==> src/rtl/imem_arbiter.sv <==
// imem_arbiter: shares the instruction memory's single combinational read
// port between the fetch stage and the debug/loader port. Each port gets a
// valid/ready request channel and a registered, back-pressurable response.
module imem_arbiter #(
  parameter int unsigned IMEM_W     = 14,
  parameter int unsigned STARVE_MAX = 4
) (
  input  logic              clk_i,
  input  logic              rst_i,
  // fetch port
  input  logic              f_req_valid_i,
  input  logic [IMEM_W-1:0] f_req_addr_i,
  output logic              f_req_ready_o,
  output logic              f_rsp_valid_o,
  output logic [31:0]       f_rsp_data_o,
  output logic              f_rsp_err_o,
  input  logic              f_rsp_ready_i,
  // debug/loader port
  input  logic              d_req_valid_i,
  input  logic [IMEM_W-1:0] d_req_addr_i,
  output logic              d_req_ready_o,
  output logic              d_rsp_valid_o,
  output logic [31:0]       d_rsp_data_o,
  output logic              d_rsp_err_o,
  input  logic              d_rsp_ready_i,
  // memory read port
  output logic [IMEM_W-1:0] paddr_o,
  input  logic [31:0]       prdata_i
);

  localparam int unsigned CNT_W     = 4;
  localparam logic [CNT_W-1:0] CNT_SAT   = CNT_W'(15);
  localparam logic [CNT_W-1:0] STARVE_TH = CNT_W'(STARVE_MAX);

  logic              f_free;
  logic              d_free;
  logic              f_elig;
  logic              d_elig;
  logic              d_prio;
  logic              grant_f;
  logic              grant_d;

  logic              f_valid_q, f_valid_d;
  logic [31:0]       f_data_q,  f_data_d;
  logic              f_err_q,   f_err_d;
  logic              d_valid_q, d_valid_d;
  logic [31:0]       d_data_q,  d_data_d;
  logic              d_err_q,   d_err_d;
  logic [CNT_W-1:0]  starve_cnt_q, starve_cnt_d;

  // Arbitration: fetch wins unless debug has been starved long enough.
  // Grants are suppressed while reset is asserted so nothing is accepted then.
  always_comb begin
    f_free  = !f_valid_q || f_rsp_ready_i;
    d_free  = !d_valid_q || d_rsp_ready_i;
    f_elig  = f_req_valid_i && f_free;
    d_elig  = d_req_valid_i && d_free;
    d_prio  = (starve_cnt_q >= STARVE_TH);
    grant_f = !rst_i && f_elig && !(d_elig && d_prio);
    grant_d = !rst_i && d_elig && !grant_f;
  end

  // Memory address mux; defaults to the fetch address when idle.
  always_comb begin
    paddr_o = f_req_addr_i;
    if (grant_d) begin
      paddr_o = d_req_addr_i;
    end
  end

  assign f_req_ready_o = grant_f;
  assign d_req_ready_o = grant_d;

  // Fetch response slot: capture on grant, otherwise drain when consumed.
  always_comb begin
    f_valid_d = f_valid_q;
    f_data_d  = f_data_q;
    f_err_d   = f_err_q;
    if (grant_f) begin
      f_valid_d = 1'b1;
      f_data_d  = prdata_i;
      f_err_d   = |f_req_addr_i[1:0];
    end else if (f_rsp_ready_i) begin
      f_valid_d = 1'b0;
    end
  end

  // Debug response slot: same behaviour, independent of fetch traffic.
  always_comb begin
    d_valid_d = d_valid_q;
    d_data_d  = d_data_q;
    d_err_d   = d_err_q;
    if (grant_d) begin
      d_valid_d = 1'b1;
      d_data_d  = prdata_i;
      d_err_d   = |d_req_addr_i[1:0];
    end else if (d_rsp_ready_i) begin
      d_valid_d = 1'b0;
    end
  end

  // Starvation counter: counts denied debug cycles, saturating.
  always_comb begin
    starve_cnt_d = starve_cnt_q;
    if (grant_d || !d_req_valid_i) begin
      starve_cnt_d = '0;
    end else if (starve_cnt_q != CNT_SAT) begin
      starve_cnt_d = starve_cnt_q + CNT_W'(1);
    end
  end

  // Response and counter registers; reset discards pending responses.
  always_ff @(posedge clk_i) begin
    if (rst_i) begin
      f_valid_q    <= 1'b0;
      f_data_q     <= '0;
      f_err_q      <= 1'b0;
      d_valid_q    <= 1'b0;
      d_data_q     <= '0;
      d_err_q      <= 1'b0;
      starve_cnt_q <= '0;
    end else begin
      f_valid_q    <= f_valid_d;
      f_data_q     <= f_data_d;
      f_err_q      <= f_err_d;
      d_valid_q    <= d_valid_d;
      d_data_q     <= d_data_d;
      d_err_q      <= d_err_d;
      starve_cnt_q <= starve_cnt_d;
    end
  end

  assign f_rsp_valid_o = f_valid_q;
  assign f_rsp_data_o  = f_data_q;
  assign f_rsp_err_o   = f_err_q;
  assign d_rsp_valid_o = d_valid_q;
  assign d_rsp_data_o  = d_data_q;
  assign d_rsp_err_o   = d_err_q;

endmodule

==> config.mk <==
export PLATFORM = sky130hd
export DESIGN_NAME = imem_arbiter
export DESIGN_NICKNAME = d
export VERILOG_FILES = /design/src/rtl/imem_arbiter.sv
export SDC_FILE = /design/constraint.sdc
export NUM_CORES = 1
export LEC_CHECK = 0
export CAP_MARGIN = 20
export CELL_PAD_IN_SITES_DETAIL_PLACEMENT = 2
export CELL_PAD_IN_SITES_GLOBAL_PLACEMENT = 2
export CORE_AREA = 2 2 118 120
export DETAILED_ROUTE_END_ITERATION = 8
export DIE_AREA = 0 0 120 122
export PLACE_DENSITY = 0.74
export REMOVE_ABC_BUFFERS = 1
export SLEW_MARGIN = 20
export SYNTH_ARGS = -nofsm -noshare
export SYNTH_HDL_FRONTEND = slang
export SYNTH_SLANG_ARGS = --single-unit
==> constraint.sdc <==
create_clock -name clk_i -period 2.5 [get_ports clk_i]
set_clock_uncertainty 0.1 [all_clocks]
set_input_delay 0.5 -clock clk_i [delete_from_list [all_inputs] [get_ports clk_i]]
set_output_delay 0.5 -clock clk_i [all_outputs]
set_load 0.05 [all_outputs]
==> summary by stage <==
Run status
The run finished with clean final reports.

Global routing
The total overflow left after global routing is 0. The largest net degree at the start of global routing is 69. The number of antenna violations at the first check in global routing is 0. Across every metal layer, demand over resource in global routing totals 0.149. The via count of the first global-routing pass was 2985. The first global-routing pass estimated 16700 um of wire.

Job
Across the run, the number of max-cap violations was 0.

Final layout
The most common library cell in the layout ignoring fill and taps is sky130_fd_sc_hd__clkdlybuf4s50_1. For this run, the number of standard cells in the final layout without fillers is 626. The top cell types in the final layout, fill and taps aside, are sky130_fd_sc_hd__clkdlybuf4s50_1 (128), sky130_fd_sc_hd__dfxtp_1 (68), sky130_fd_sc_hd__mux2i_1 (34), sky130_fd_sc_hd__nand2b_1 (34), sky130_fd_sc_hd__nor2b_1 (32). The number of nets in the final layout is 508. The fraction of final layout cells sized beyond drive strength 1 is 0.233.

The antenna diode instance count is 0. From synthesis to final layout, the design area changed by 69.0%.

Logic synthesis
The number of enable-type register cells in the synthesized netlist is 0. Sorting the synthesized cells by area gives the leading types as sky130_fd_sc_hd__dfxtp_1 (46%), sky130_fd_sc_hd__mux2i_1 (11%), sky130_fd_sc_hd__mux2_4 (9.6%). The synthesized area per cell is 11.3 um2. The cell type with the largest total area after synthesis is sky130_fd_sc_hd__dfxtp_1.

In this run, distinct cell masters in the synthesized netlist total 30. Counting flops with an async set or reset pin after synthesis yields a share of 0. The fraction of post-synthesis cell area in the top cell type by area is 0.459. The Yosys warning count is 0. The synthesized instance count is 277. The total of flip-flops plus latches after synthesis is 72. The share of the Yosys chip area taken by registers is 0.459. The post-synthesis instance area is 0.00314 mm2. The most instantiated flip-flop cell in the synthesis netlist is sky130_fd_sc_hd__dfxtp_1.

Worst hold path
The worst hold-check path type is flip-flop to flip-flop. The cell count of the worst hold path is 2. The endpoint of the worst hold path is f_rsp_err_o$_SDFFE_PP0P_. In this run the most critical hold path is launched from f_rsp_err_o$_SDFFE_PP0P_.

Timing
Dividing the final minimum period by the clock period gives 0.997. The remaining max-slew budget at the tightest pin is 0.563. For the finished layout, the period the worst path requires is 2.49 ns. The number of max-slew violations in the final report is 0. After layout, the worst setup slack is 0.00847 ns.

At the pin with the least slew margin, the transition time is 0.655 ns. After routing, the total negative slack on setup checks comes to 0 ns. The maximum achievable frequency is 401 MHz. Final hold analysis gives a worst-case slack of 0.352 ns.

Setup violations remaining at the end of the flow were counted as 0. The number of hold violations in the final report is 0. Setup repair after global routing could not meet its margin everywhere.

Routing
The detailed router's first-iteration violation count is 53. After detailed routing, the average wire length per cell comes to 16.8 um. The final layout contains routed wiring with a total length of 10500 um.

The total via count in the routed design is 2637. The first-pass iteration count of the detailed router is 4. The count of nets left with antenna violations once routing finished came out at 0.

In the routed design, unresolved DRC markers number 0. Dividing the detail-routed via count by the number of cells gives 4.21.

Clock tree
The maximum buffer depth of the clock tree is 2. In this run, CTS created clock tree buffers numbering 9. The clock transition at the registers of the reported paths is 0.05 ns. The clock tree from TritonCTS is yes. Buffers inserted to repair hold after CTS numbered 0.

The H-tree depth is 3. The TritonCTS sink count is 72. The cell at the root of the clock tree is sky130_fd_sc_hd__clkbuf_16. The later-pin clock latency in the skew report is 0.34 ns.

Setup path
The largest stage delay on the critical path is 0.38 ns. The slack of the worst reg-to-reg path is 0.60 ns. The end of the worst register-to-register path is d_rsp_data_o[4]$_SDFFE_PP0P_. The worst setup path is launched from a primary input. Counting both buffers and inverters, the worst setup path holds a total of 3. The maximum fanout along the worst path is 7. Walking the worst path, the cells encountered are dlygate4sd2_1, nor2b_4, a311o_2, clkbuf_16, mux2_4, buf_8. Among all stages on the critical path, the largest delay is contributed by sky130_fd_sc_hd__a311o_2.

The startpoint of the most critical register-to-register path is starve_cnt_q[3]$_SDFFE_PP0P_. The critical path in this run is classified as primary input to output port. At the worst endpoint, the required time is 1.90 ns. Data on the critical path arrives at its endpoint at 1.89 ns.

In this design, the largest share of critical-path delay is due to buffers and inverters. The kind of capture point of the worst setup path is an output port. The number of cells on the worst reg-to-reg path is 5.

Die
The initial standard-cell utilization of the core is 0.233. After floorplanning, the core was divided into 43 placement rows. The placeable core region is 0.0135 mm2. From bottom edge to top edge, the die measures 122 um.

The die outline area is 0.0146 mm2. The chip width is 120 um. 150 I/O pins were placed.

Placed design
Timing analysis after detailed placement gives a worst setup slack of -0.287 ns. The final weighted congestion in routability-driven placement is 0.677. The placed cell count is 606.

Once detailed placement completed, the half-perimeter wirelength came to 7250 um. Buffers placed on the I/O ports in this run total 149.

Power and ir drop
The overall power of the completed layout is 3.64 mW. Summed over all cells, the static leakage comes to 2.38 nW. VDD sags by at most 0.252 mV. The power per unit of standard cell area is 686 mW/mm2.
==> cell families after synthesis <==
family,Yosys count,share of synthesized area
XOR/XNOR,1,0.00279
AO/OA/AOI/OAI,10,0.0259
adder cells (fa/ha/maj),1,0.00398
buffers and inverters,34,0.0546
multiplexers,80,0.297
AND/OR/NAND/NOR,79,0.157
flip-flops,72,0.459
==> synthesized netlist by cell type, types with 2 or more instances <==
cell and instances:
sky130_fd_sc_hd__buf_2 2, sky130_fd_sc_hd__buf_6 5, sky130_fd_sc_hd__clkbuf_1 7, sky130_fd_sc_hd__dfxtp_1 72
sky130_fd_sc_hd__inv_1 18, sky130_fd_sc_hd__mux2_1 10, sky130_fd_sc_hd__mux2_2 16, sky130_fd_sc_hd__mux2_4 20
sky130_fd_sc_hd__mux2i_1 34, sky130_fd_sc_hd__nand2b_1 35, sky130_fd_sc_hd__nand3_1 2, sky130_fd_sc_hd__nor2_1 3
sky130_fd_sc_hd__nor2b_1 33, sky130_fd_sc_hd__nor3_1 3, sky130_fd_sc_hd__o21ai_0 2
==> power by group <==
group          leakage, nW  switching [mW]  internal (mW)
clock                0.159           0.484          0.880
sequential           0.596          0.0466           1.24
combinational         1.62           0.569          0.421
==> through the flow <==
step	utilization	instance area [um2]
after floorplan	-	3040
after global placement	0.360	4860
after detailed placement	0.360	4860
after CTS	0.392	5290
after global routing	0.393	5310
final	0.393	5310
==> per-layer routing <==
| metal | track usage | vias to the layer above | wire length, um |
|---|---|---|---|
| met5 | 0 | - | 0 |
| met4 | 0.0654 | 0 | 186 |
| met3 | 0.0473 | 12 | 733 |
| met2 | 0.268 | 101 | 5500 |
| met1 | 0.161 | 1280 | 4120 |
| li1 | - | 1244 | - |
==> worst max path at each step <==
stage | slack, ns | endpoint | cells after the start | startpoint
after floorplan | -0.56 | f_req_ready_o | 3 | d_rsp_valid_o$_SDFFE_PP0P_
after global placement | -0.27 | paddr_o[3] | 6 | d_req_valid_i
after detailed placement | -0.29 | paddr_o[2] | 6 | d_req_valid_i
after CTS | 0.009 | paddr_o[9] | 5 | d_rsp_valid_o$_SDFFE_PP0P_
after global routing | -0.02 | paddr_o[11] | 5 | f_rsp_valid_o$_SDFFE_PP0P_
final | 0.008 | paddr_o[11] | 6 | d_rsp_ready_i
==> layout make-up <==
| type | count | area (um2) |
|---|---|---|
| fill | 1419 | 8200 |
| timing repair buffer | 168 | 1680 |
| multi-input combinational | 171 | 1560 |
| sequential | 72 | 1450 |
| clock buffer | 14 | 284 |
| tap | 180 | 225 |
| inverter | 19 | 71.3 |
| clock inverter | 2 | 35.0 |
==> worst min-delay path: cells and delay by family, from the launching register on <==
family	cells	cell delay [ns]
flip-flops	1	0.30
buffers and inverters	1	0.05
AO/OA/AOI/OAI	1	0.05
==> registers in the layout (all words and copies together), names as in the netlist <==
signal         flops
f_rsp_err_o        1
d_rsp_valid_o      1
d_rsp_err_o        1
d_rsp_data_o      32
f_rsp_data_o      32
f_rsp_valid_o      1
starve_cnt_q       4
==> repair_timing <==
item	in CTS	in global routing
buffers inserted	2	1
cloned	1	0
resized for setup	34	4
endpoints found under the setup margin	15	14
pin swaps	1	0
No activity file was read; power rests on OpenSTA's default activity.
